===== src/rtl/execute_unit.sv =====
// minuteCore execute stage: single-cycle ALU/branch/jump resolution plus an
// iterative radix-2 multiply/divide engine, all feeding one registered output stage.
module execute_unit #(
    parameter int unsigned       XLEN         = 32,
    parameter int unsigned       EX_W         = 4,
    parameter logic [EX_W-1:0]   EXC_MISALIGN = EX_W'(0)
) (
    input  logic            clk,
    input  logic            reset,
    input  logic            in_valid,
    input  logic [XLEN-1:0] pc_in,
    input  logic [4:0]      opcode_in,
    input  logic [2:0]      funct3,
    input  logic            variant,
    input  logic            muldiv,
    input  logic [XLEN-1:0] op1,
    input  logic [XLEN-1:0] op2,
    input  logic [XLEN-1:0] offset,
    input  logic [4:0]      rd_addr_in,
    input  logic            nop_in,
    input  logic [EX_W-1:0] exc_in,
    input  logic            exc_in_valid,
    input  logic            stall,
    input  logic            flush_in,
    output logic            busy_out,
    output logic            out_valid,
    output logic [4:0]      opcode_out,
    output logic [4:0]      rd_addr_out,
    output logic            nop_out,
    output logic [XLEN-1:0] result,
    output logic [EX_W-1:0] exc_out,
    output logic            exc_out_valid,
    output logic            flush_out,
    output logic [XLEN-1:0] flush_addr
);
    localparam int unsigned SHW = $clog2(XLEN);
    localparam logic [4:0] OPC_OP_IMM = 5'b00100, OPC_OP   = 5'b01100, OPC_LUI    = 5'b01101,
                           OPC_AUIPC  = 5'b00101, OPC_JAL  = 5'b11011, OPC_JALR   = 5'b11001,
                           OPC_BRANCH = 5'b11000;
    localparam logic [XLEN-1:0] INT_MIN = {1'b1, {(XLEN-1){1'b0}}};

    typedef enum logic [1:0] {S_IDLE, S_BUSY, S_DONE} state_t;

    state_t          state_q, state_d;
    logic [SHW-1:0]  cnt_q, cnt_d;
    logic [XLEN-1:0] hi_q, hi_d, lo_q, lo_d, m_q, m_d;
    logic            neg_q, neg_d, rneg_q, rneg_d;
    logic [2:0]      f3_q, f3_d;
    logic [4:0]      rd_q, rd_d;

    logic            out_valid_q, out_valid_d, nop_out_q, nop_out_d;
    logic [4:0]      opcode_out_q, opcode_out_d, rd_addr_out_q, rd_addr_out_d;
    logic [XLEN-1:0] result_q, result_d, flush_addr_q, flush_addr_d;
    logic [EX_W-1:0] exc_out_q, exc_out_d;
    logic            exc_out_valid_q, exc_out_valid_d, flush_out_q, flush_out_d;

    logic            bypass, is_md, special, redirect, misalign, taken, accept, start;
    logic            a_signed, b_signed, a_neg, b_neg;
    logic [XLEN-1:0] sc_res, target, a_mag, b_mag, md_res;
    logic [SHW-1:0]  shamt;
    logic [XLEN:0]   mul_sum, div_trial;
    logic [2*XLEN-1:0] prod_full, prod_signed;

    // Single-cycle result, redirect target and muldiv special-case detection
    always_comb begin
        bypass   = exc_in_valid | nop_in;
        is_md    = (opcode_in == OPC_OP) & muldiv;
        special  = is_md & funct3[2] &
                   ((op2 == '0) | (!funct3[0] & (op1 == INT_MIN) & (op2 == '1)));
        shamt    = op2[SHW-1:0];
        sc_res   = '0;
        redirect = 1'b0;
        taken    = 1'b0;
        target   = pc_in + offset;
        case (opcode_in)
            OPC_OP_IMM, OPC_OP: begin
                if (is_md) begin
                    if (op2 == '0) sc_res = funct3[1] ? op1 : '1;
                    else           sc_res = funct3[1] ? '0 : op1;
                end else begin
                    case (funct3)
                        3'b000:  sc_res = ((opcode_in == OPC_OP) && variant) ? op1 - op2 : op1 + op2;
                        3'b001:  sc_res = op1 << shamt;
                        3'b010:  sc_res = XLEN'($signed(op1) < $signed(op2));
                        3'b011:  sc_res = XLEN'(op1 < op2);
                        3'b100:  sc_res = op1 ^ op2;
                        3'b101:  sc_res = variant ? XLEN'($signed(op1) >>> shamt) : op1 >> shamt;
                        3'b110:  sc_res = op1 | op2;
                        default: sc_res = op1 & op2;
                    endcase
                end
            end
            OPC_LUI:   sc_res = op2;
            OPC_AUIPC: sc_res = pc_in + op2;
            OPC_JAL: begin
                sc_res   = pc_in + XLEN'(4);
                redirect = 1'b1;
            end
            OPC_JALR: begin
                sc_res   = pc_in + XLEN'(4);
                redirect = 1'b1;
                target   = (op1 + op2) & ~XLEN'(1);
            end
            OPC_BRANCH: begin
                case (funct3)
                    3'b000:  taken = (op1 == op2);
                    3'b001:  taken = (op1 != op2);
                    3'b100:  taken = ($signed(op1) <  $signed(op2));
                    3'b101:  taken = ($signed(op1) >= $signed(op2));
                    3'b110:  taken = (op1 <  op2);
                    3'b111:  taken = (op1 >= op2);
                    default: taken = 1'b0;
                endcase
                redirect = taken;
            end
            default: sc_res = '0;
        endcase
        misalign = redirect & (target[1:0] != 2'b00);
    end

    // Operand magnitudes and signs for the iterative engine
    always_comb begin
        a_signed = funct3[2] ? !funct3[0] : ((funct3[1:0] == 2'b01) || (funct3[1:0] == 2'b10));
        b_signed = funct3[2] ? !funct3[0] : (funct3[1:0] == 2'b01);
        a_neg    = a_signed & op1[XLEN-1];
        b_neg    = b_signed & op2[XLEN-1];
        a_mag    = a_neg ? -op1 : op1;
        b_mag    = b_neg ? -op2 : op2;
    end

    // One shift-add / restoring-subtract step and the final sign fix-up
    always_comb begin
        mul_sum     = {1'b0, hi_q} + (lo_q[0] ? {1'b0, m_q} : '0);
        div_trial   = {hi_q, lo_q[XLEN-1]} - {1'b0, m_q};
        prod_full   = {hi_q, lo_q};
        prod_signed = neg_q ? -prod_full : prod_full;
        if (f3_q[2])
            md_res = f3_q[1] ? (rneg_q ? -hi_q : hi_q) : (neg_q ? -lo_q : lo_q);
        else
            md_res = (f3_q == 3'b000) ? prod_signed[XLEN-1:0] : prod_signed[2*XLEN-1:XLEN];
    end

    assign accept   = in_valid & !stall & !flush_in & !flush_out_q & (state_q == S_IDLE);
    assign start    = accept & is_md & !special & !bypass;
    assign busy_out = ((state_q == S_IDLE) & in_valid & is_md & !special & !bypass) |
                      (state_q == S_BUSY) | ((state_q == S_DONE) & stall);

    // Next-state and output-register load
    always_comb begin
        state_d         = state_q;
        cnt_d           = cnt_q;
        hi_d            = hi_q;
        lo_d            = lo_q;
        m_d             = m_q;
        neg_d           = neg_q;
        rneg_d          = rneg_q;
        f3_d            = f3_q;
        rd_d            = rd_q;
        out_valid_d     = out_valid_q;
        opcode_out_d    = opcode_out_q;
        rd_addr_out_d   = rd_addr_out_q;
        nop_out_d       = nop_out_q;
        result_d        = result_q;
        exc_out_d       = exc_out_q;
        exc_out_valid_d = exc_out_valid_q;
        flush_out_d     = flush_out_q;
        flush_addr_d    = flush_addr_q;
        if (flush_in) begin
            state_d         = S_IDLE;
            out_valid_d     = 1'b0;
            flush_out_d     = 1'b0;
            exc_out_valid_d = 1'b0;
        end else begin
            case (state_q)
                S_IDLE: begin
                    if (!stall) begin
                        out_valid_d     = 1'b0;
                        flush_out_d     = 1'b0;
                        exc_out_valid_d = 1'b0;
                    end
                    if (start) begin
                        state_d = S_BUSY;
                        cnt_d   = '0;
                        hi_d    = '0;
                        lo_d    = funct3[2] ? a_mag : b_mag;
                        m_d     = funct3[2] ? b_mag : a_mag;
                        neg_d   = a_neg ^ b_neg;
                        rneg_d  = a_neg;
                        f3_d    = funct3;
                        rd_d    = rd_addr_in;
                    end else if (accept) begin
                        out_valid_d     = 1'b1;
                        opcode_out_d    = opcode_in;
                        rd_addr_out_d   = rd_addr_in;
                        nop_out_d       = nop_in;
                        result_d        = bypass ? '0 : sc_res;
                        exc_out_d       = bypass ? exc_in : (misalign ? EXC_MISALIGN : '0);
                        exc_out_valid_d = bypass ? exc_in_valid : misalign;
                        flush_out_d     = !bypass & redirect & !misalign;
                        flush_addr_d    = (!bypass & redirect & !misalign) ? target : '0;
                    end
                end
                S_BUSY: begin
                    if (f3_q[2]) begin
                        hi_d = div_trial[XLEN] ? {hi_q[XLEN-2:0], lo_q[XLEN-1]} : div_trial[XLEN-1:0];
                        lo_d = {lo_q[XLEN-2:0], !div_trial[XLEN]};
                    end else begin
                        hi_d = mul_sum[XLEN:1];
                        lo_d = {mul_sum[0], lo_q[XLEN-1:1]};
                    end
                    cnt_d = cnt_q + SHW'(1);
                    if (cnt_q == SHW'(XLEN-1)) state_d = S_DONE;
                end
                default: begin
                    if (!stall) begin
                        state_d         = S_IDLE;
                        out_valid_d     = 1'b1;
                        opcode_out_d    = OPC_OP;
                        rd_addr_out_d   = rd_q;
                        nop_out_d       = 1'b0;
                        result_d        = md_res;
                        exc_out_d       = '0;
                        exc_out_valid_d = 1'b0;
                        flush_out_d     = 1'b0;
                        flush_addr_d    = '0;
                    end
                end
            endcase
        end
    end

    always_ff @(posedge clk) begin
        if (reset) begin
            state_q         <= S_IDLE;
            cnt_q           <= '0;
            hi_q            <= '0;
            lo_q            <= '0;
            m_q             <= '0;
            neg_q           <= 1'b0;
            rneg_q          <= 1'b0;
            f3_q            <= '0;
            rd_q            <= '0;
            out_valid_q     <= 1'b0;
            opcode_out_q    <= '0;
            rd_addr_out_q   <= '0;
            nop_out_q       <= 1'b0;
            result_q        <= '0;
            exc_out_q       <= '0;
            exc_out_valid_q <= 1'b0;
            flush_out_q     <= 1'b0;
            flush_addr_q    <= '0;
        end else begin
            state_q         <= state_d;
            cnt_q           <= cnt_d;
            hi_q            <= hi_d;
            lo_q            <= lo_d;
            m_q             <= m_d;
            neg_q           <= neg_d;
            rneg_q          <= rneg_d;
            f3_q            <= f3_d;
            rd_q            <= rd_d;
            out_valid_q     <= out_valid_d;
            opcode_out_q    <= opcode_out_d;
            rd_addr_out_q   <= rd_addr_out_d;
            nop_out_q       <= nop_out_d;
            result_q        <= result_d;
            exc_out_q       <= exc_out_d;
            exc_out_valid_q <= exc_out_valid_d;
            flush_out_q     <= flush_out_d;
            flush_addr_q    <= flush_addr_d;
        end
    end

    assign out_valid     = out_valid_q;
    assign opcode_out    = opcode_out_q;
    assign rd_addr_out   = rd_addr_out_q;
    assign nop_out       = nop_out_q;
    assign result        = result_q;
    assign exc_out       = exc_out_q;
    assign exc_out_valid = exc_out_valid_q;
    assign flush_out     = flush_out_q;
    assign flush_addr    = flush_addr_q;
endmodule


===== config.mk =====
export PLATFORM = sky130hd
export DESIGN_NAME = execute_unit
export DESIGN_NICKNAME = d
export VERILOG_FILES = /design/src/rtl/execute_unit.sv
export SDC_FILE = /design/constraint.sdc
export NUM_CORES = 2
export LEC_CHECK = 0
export ABC_AREA = 0
export CORE_MARGIN = 4
export CORE_UTILIZATION = 49
export DETAILED_ROUTE_END_ITERATION = 8
export GPL_TIMING_DRIVEN = 0
export MAX_ROUTING_LAYER = met4
export PLACE_DENSITY = 0.7
export SLEW_MARGIN = 20
export SYNTH_ARGS = -nofsm -noshare
export SYNTH_HDL_FRONTEND = slang
export SYNTH_SLANG_ARGS = --single-unit

===== constraint.sdc =====
create_clock -name clk -period 15.7 [get_ports clk]
set_clock_uncertainty 0.05 [all_clocks]
set_input_delay 3.14 -clock clk [delete_from_list [all_inputs] [get_ports clk]]
set_output_delay 3.14 -clock clk [all_outputs]
set_load 0.02 [all_outputs]

# After elaboration in Yosys (flattened, before gate mapping)
# Cells that the tools add are included.
# classes
add_sub_neg,13
mul,0
div,0
order_cmp,4
eq_ne,29
shift,3
mux,78
n_bitwise,32
n_reduce_logical,24
# ops
op,count
$mux 32,30
$pmux 32 s2,4
$pmux 32 s7,1
$neg 32->32,4
$pmux 32 s4,1
$add 32x32->32,3
$eq 32x32->1 const B,2
$ge 32x32->1,2
$lt 32x32->1,2
$mux 64,1
$neg 64->64,1
$mux 5,7
$add 32x32->33,1
$sub 33x32->33,1
$add 32x3->32 const B,1
$and 32x32->32,1
$eq 32x32->1,1
$logic_not 32->1,1
$ne 32x32->1,1
$or 32x32->32,1
$shl 32x5->32,1
$shr 32x5->32,1
$sshr 32x5->32,1
$sub 32x32->32,1
other kinds (35),113
# word_totals
ff_bits,195
latch_bits,0
ramBits,0
rom_bits,0
inputBits,154
output_inout_bits,83
mem_count,0

# Logic depth before layout (Yosys ltp)
# depth
word_depth,10
mapped_depth,19
depth_no_buf,15

# Worst setup path before layout
# Ideal clock, no wire load.
# synth_timing
path_type,input-to-output
start,in op2[1]
end,out busy_out
arrival_ps,5632
t_required_ps,12510
path_slack_ps,6878
stages,10
path_cell_list,buf_1 inv_1 clkbuf_1 buf_2 ha_1 nand4_1 nor4_4 o21bai_1 a21boi_1 or3_1
# synth_between
elab_chain_cells,9
word_cells_on_any_way,10
# synth_lines
element,line,text
"start, declared",17,"input logic [XLEN-1:0] op2,"
$eq 32x32->1,69,((op2 == '0) | (!funct3[0] & (op1 == INT_MIN) & (op2 == '1)));
$and 1x1->1,69,
$or 1x1->1 *,69,
$and 1x1->1 *,68,special = is_md & funct3[2] &
$logic_not 1->1 *,145,assign busy_out = ((state_q == S_IDLE) & in_valid & is_md & !special & !bypass) |
$and 1x1->1 * (2 in a row),145,
$or 1x1->1 *,145,
$or 1x1->1 *,146,(state_q == S_BUSY) | ((state_q == S_DONE) & stall);
"end, declared",25,"output logic busy_out,"
# Every way passes the cells marked *; elsewhere a longest branch is shown, timed or not.

# Worst setup path in the final report
# layout_timing
start,in op2[0]
end,out busy_out
# Same word-level chain as after synthesis.

==> metrics <==
vias in the first global route 33,700; Post-synth EDFFs 0; Net Sw Power 0.000797 W; startpoint types input pin; Tmin final 11.96 ns; worst-path maximum fanout 10; area post-placement 33,400 µm²; final setup TNS 0 ns; # rows 90; largest net degree at the start of global routing 19; vias 37,200; Max Freq 83.6 MHz; Final Instance Area 34,100 µm²; worst rel slew slack 0.0801; 1st-iter DRT viols 5,855; Slew @ Worst Pin 1.38 ns; Ys Warns 0; WP data required 12.51 ns; Most Used Layer, Global Route met2; H-tree levels 4; IO Port Bufs 235; antenna viol nets, final 0; Total GRT Usage 0.495; gpl congestion 1.16; met2 GRT Util 0.707; synth unique cells 105; Die Ht 256 µm; FFs w/ async S/R, synth 0; met3 usage 0.165; Cell Pwr Density 52.6 nW/µm²; kind of critical path input pin to output port; Clock transition at path regs 0.08 ns; worst hold path class flop to flop; fillers 6,026; initial antenna violation count 12; vias per std cell 7.05; share of layout cells above drive strength 1 0.0521; P&R area growth vs syn 13.2%; DRT Pass-1 Iters 9; Synthesized Nets 4,600; clock latency reported for the late side of the worst-skew pair 0.51 ns; R2R setup slack 10.46 ns; RSZ-0062 raised after global routing no; Worst Path Arrival 8.77 ns; # resized after CTS 0; nets 4,855; drt total wl 167 mm; switch share 0.445; failing checks DRC; post-DP HPWL 135 mm; clock power share 0.258; die width 256 µm; first-pass GRT wire length 234 mm; leak pwr 13.3 nW; Mapped Cells 4,205; grt ovf 0; total core area 60,600 µm²; syn_area_per_cell 7.16 µm²; die area 65,500 µm²; Final Hold Vio Count 0; Final Cycle Share 0.762; final setup violation count 0; initial core utilization 0.497; Clock Path Buffers 2; Seq/Total Area, Yosys 0.130; Comb pwr share 0.463; IO Count 237; Synth Cell Area 30,100 µm²; Peak VDD IR 0.0605 mV; CTS buffer count 17; TritonCTS clock tree done; DR WL/cell 31.7 µm; synthesized flop and latch total 195; CTS Sinks 195; crit path capture type output port; run status finished with violations; CTS Root Cell clkbuf_16; postcts setup bufs 0; Int Pwr 0.000995 W; DR DRC count 15; cts hold-fix bufs 0; Sequential Power Share 0.279; Max-Cap Viols 0; number of max-slew violations in the final report 0; grt met1 use 0.588; prevailing post-synth register cell dfxtp_1
[power groups by stage]
stage,Clock (W),Sequential [W],Combinational [W]
after floorplan,0,0.000515,0.000462
after global placement,0,0.000512,0.000775
after detailed placement,0,0.000512,0.000774
after CTS,0.000460,0.000500,0.000777
after global routing,0.000479,0.000501,0.000849
final,0.000462,0.000500,0.000830
[cell families after synthesis]
family	synth area share
AO/OA/AOI/OAI	0.307
buffers and inverters	0.0631
XOR/XNOR	0.0954
flip-flops	0.130
adder cells (fa/ha/maj)	0.107
multiplexers	0.0945
AND/OR/NAND/NOR	0.203
[layer usage]
metal,part of all wire,vias to the layer above
li1,-,16000
met1,0.37,17400
met2,0.40,2954
met3,0.13,845
met4,0.093,0
met5,0,-
[placed cells by master, fill, tap and decap left out, types with 48 or more instances in the layout]
| master | n |
|---|---|
| nor2_1 | 446 |
| nand2_1 | 407 |
| a21oi_1 | 352 |
| o21ai_0 | 316 |
| clkbuf_1 | 244 |
| ha_1 | 235 |
| clkdlybuf4s50_1 | 235 |
| xnor2_1 | 222 |
| dfxtp_1 | 195 |
| inv_1 | 154 |
| mux2i_1 | 147 |
| xor2_1 | 104 |
| nor3_1 | 94 |
| a21o_1 | 94 |
| nand3_1 | 88 |
| a211oi_1 | 75 |
| o211ai_1 | 67 |
| mux4_2 | 56 |
| o31ai_1 | 51 |
| a31oi_1 | 48 |
[through the flow]
step	instances	hold slack, ns	power [W]	setup slack, ns	util
final	5270	0.404	0.00179	3.74	0.562
after global routing	5266	0.416	0.00183	3.81	0.562
after CTS	5254	0.405	0.00174	4.20	0.561
after detailed placement	5222	0.390	0.00129	4.20	0.552
after global placement	5222	0.388	0.00129	4.22	0.552
after floorplan	4205	0.382	0.000977	6.88	-
[state kept, by name, summed over array words and instances (netlist names), 5 cells and up]
signal	count
cnt_q	5
flush_addr	32
hi_q	32
lo_q	32
m_q	32
opcode_out	5
rd_addr_out	5
rd_q	5
result	32
[critical path, cell delays in order]
cell and delay (ns):
clkdlybuf4s50_1 0.67, clkbuf_1 0.53, buf_2 0.45, buf_2 0.40
clkbuf_1 0.98, inv_1 0.37, ha_1 0.39, nand4_1 0.24
nor4_4 0.12, o21bai_1 0.24, a21boi_1 0.45, or3_1 0.17
clkdlybuf4s50_1 0.59
[synth_stat cells (all sizes together), types with 94 or more instances]
library cell | number | area [µm²]
o21ai | 343 | 1790
a21oi | 354 | 1780
dfxtp | 195 | 3900
nor2 | 448 | 1690
xor2 | 104 | 911
nand2 | 408 | 1530
a21o | 94 | 706
inv | 158 | 593
clkbuf | 243 | 912
nor3 | 97 | 495
ha | 235 | 2940
mux2i | 147 | 1470
xnor2 | 223 | 1960
[cell type report]
class | count | area, µm² | share of cell area
tap | 782 | 978 | 0.0287
clock inverter | 12 | 115 | 0.00338
multi-input combinational | 3533 | 24300 | 0.714
antenna | 15 | 37.5 | 0.00110
sequential | 195 | 3900 | 0.115
inverter | 160 | 601 | 0.0176
buffer | 317 | 1300 | 0.0382
clock buffer | 20 | 457 | 0.0134
timing repair buffer | 236 | 2360 | 0.0693
[path summary, 6_finish.rpt]
kind / end / cells after the start / start
worst max-delay path: busy_out / 13 / op2[0]
worst max register to register: result[0] / 13 / lo_q[0]
worst min-delay path: rd_q[1] / 2 / rd_q[1]
worst min register to register: rd_q[1] / 2 / rd_q[1]
(Power assumes the default switching activity.)
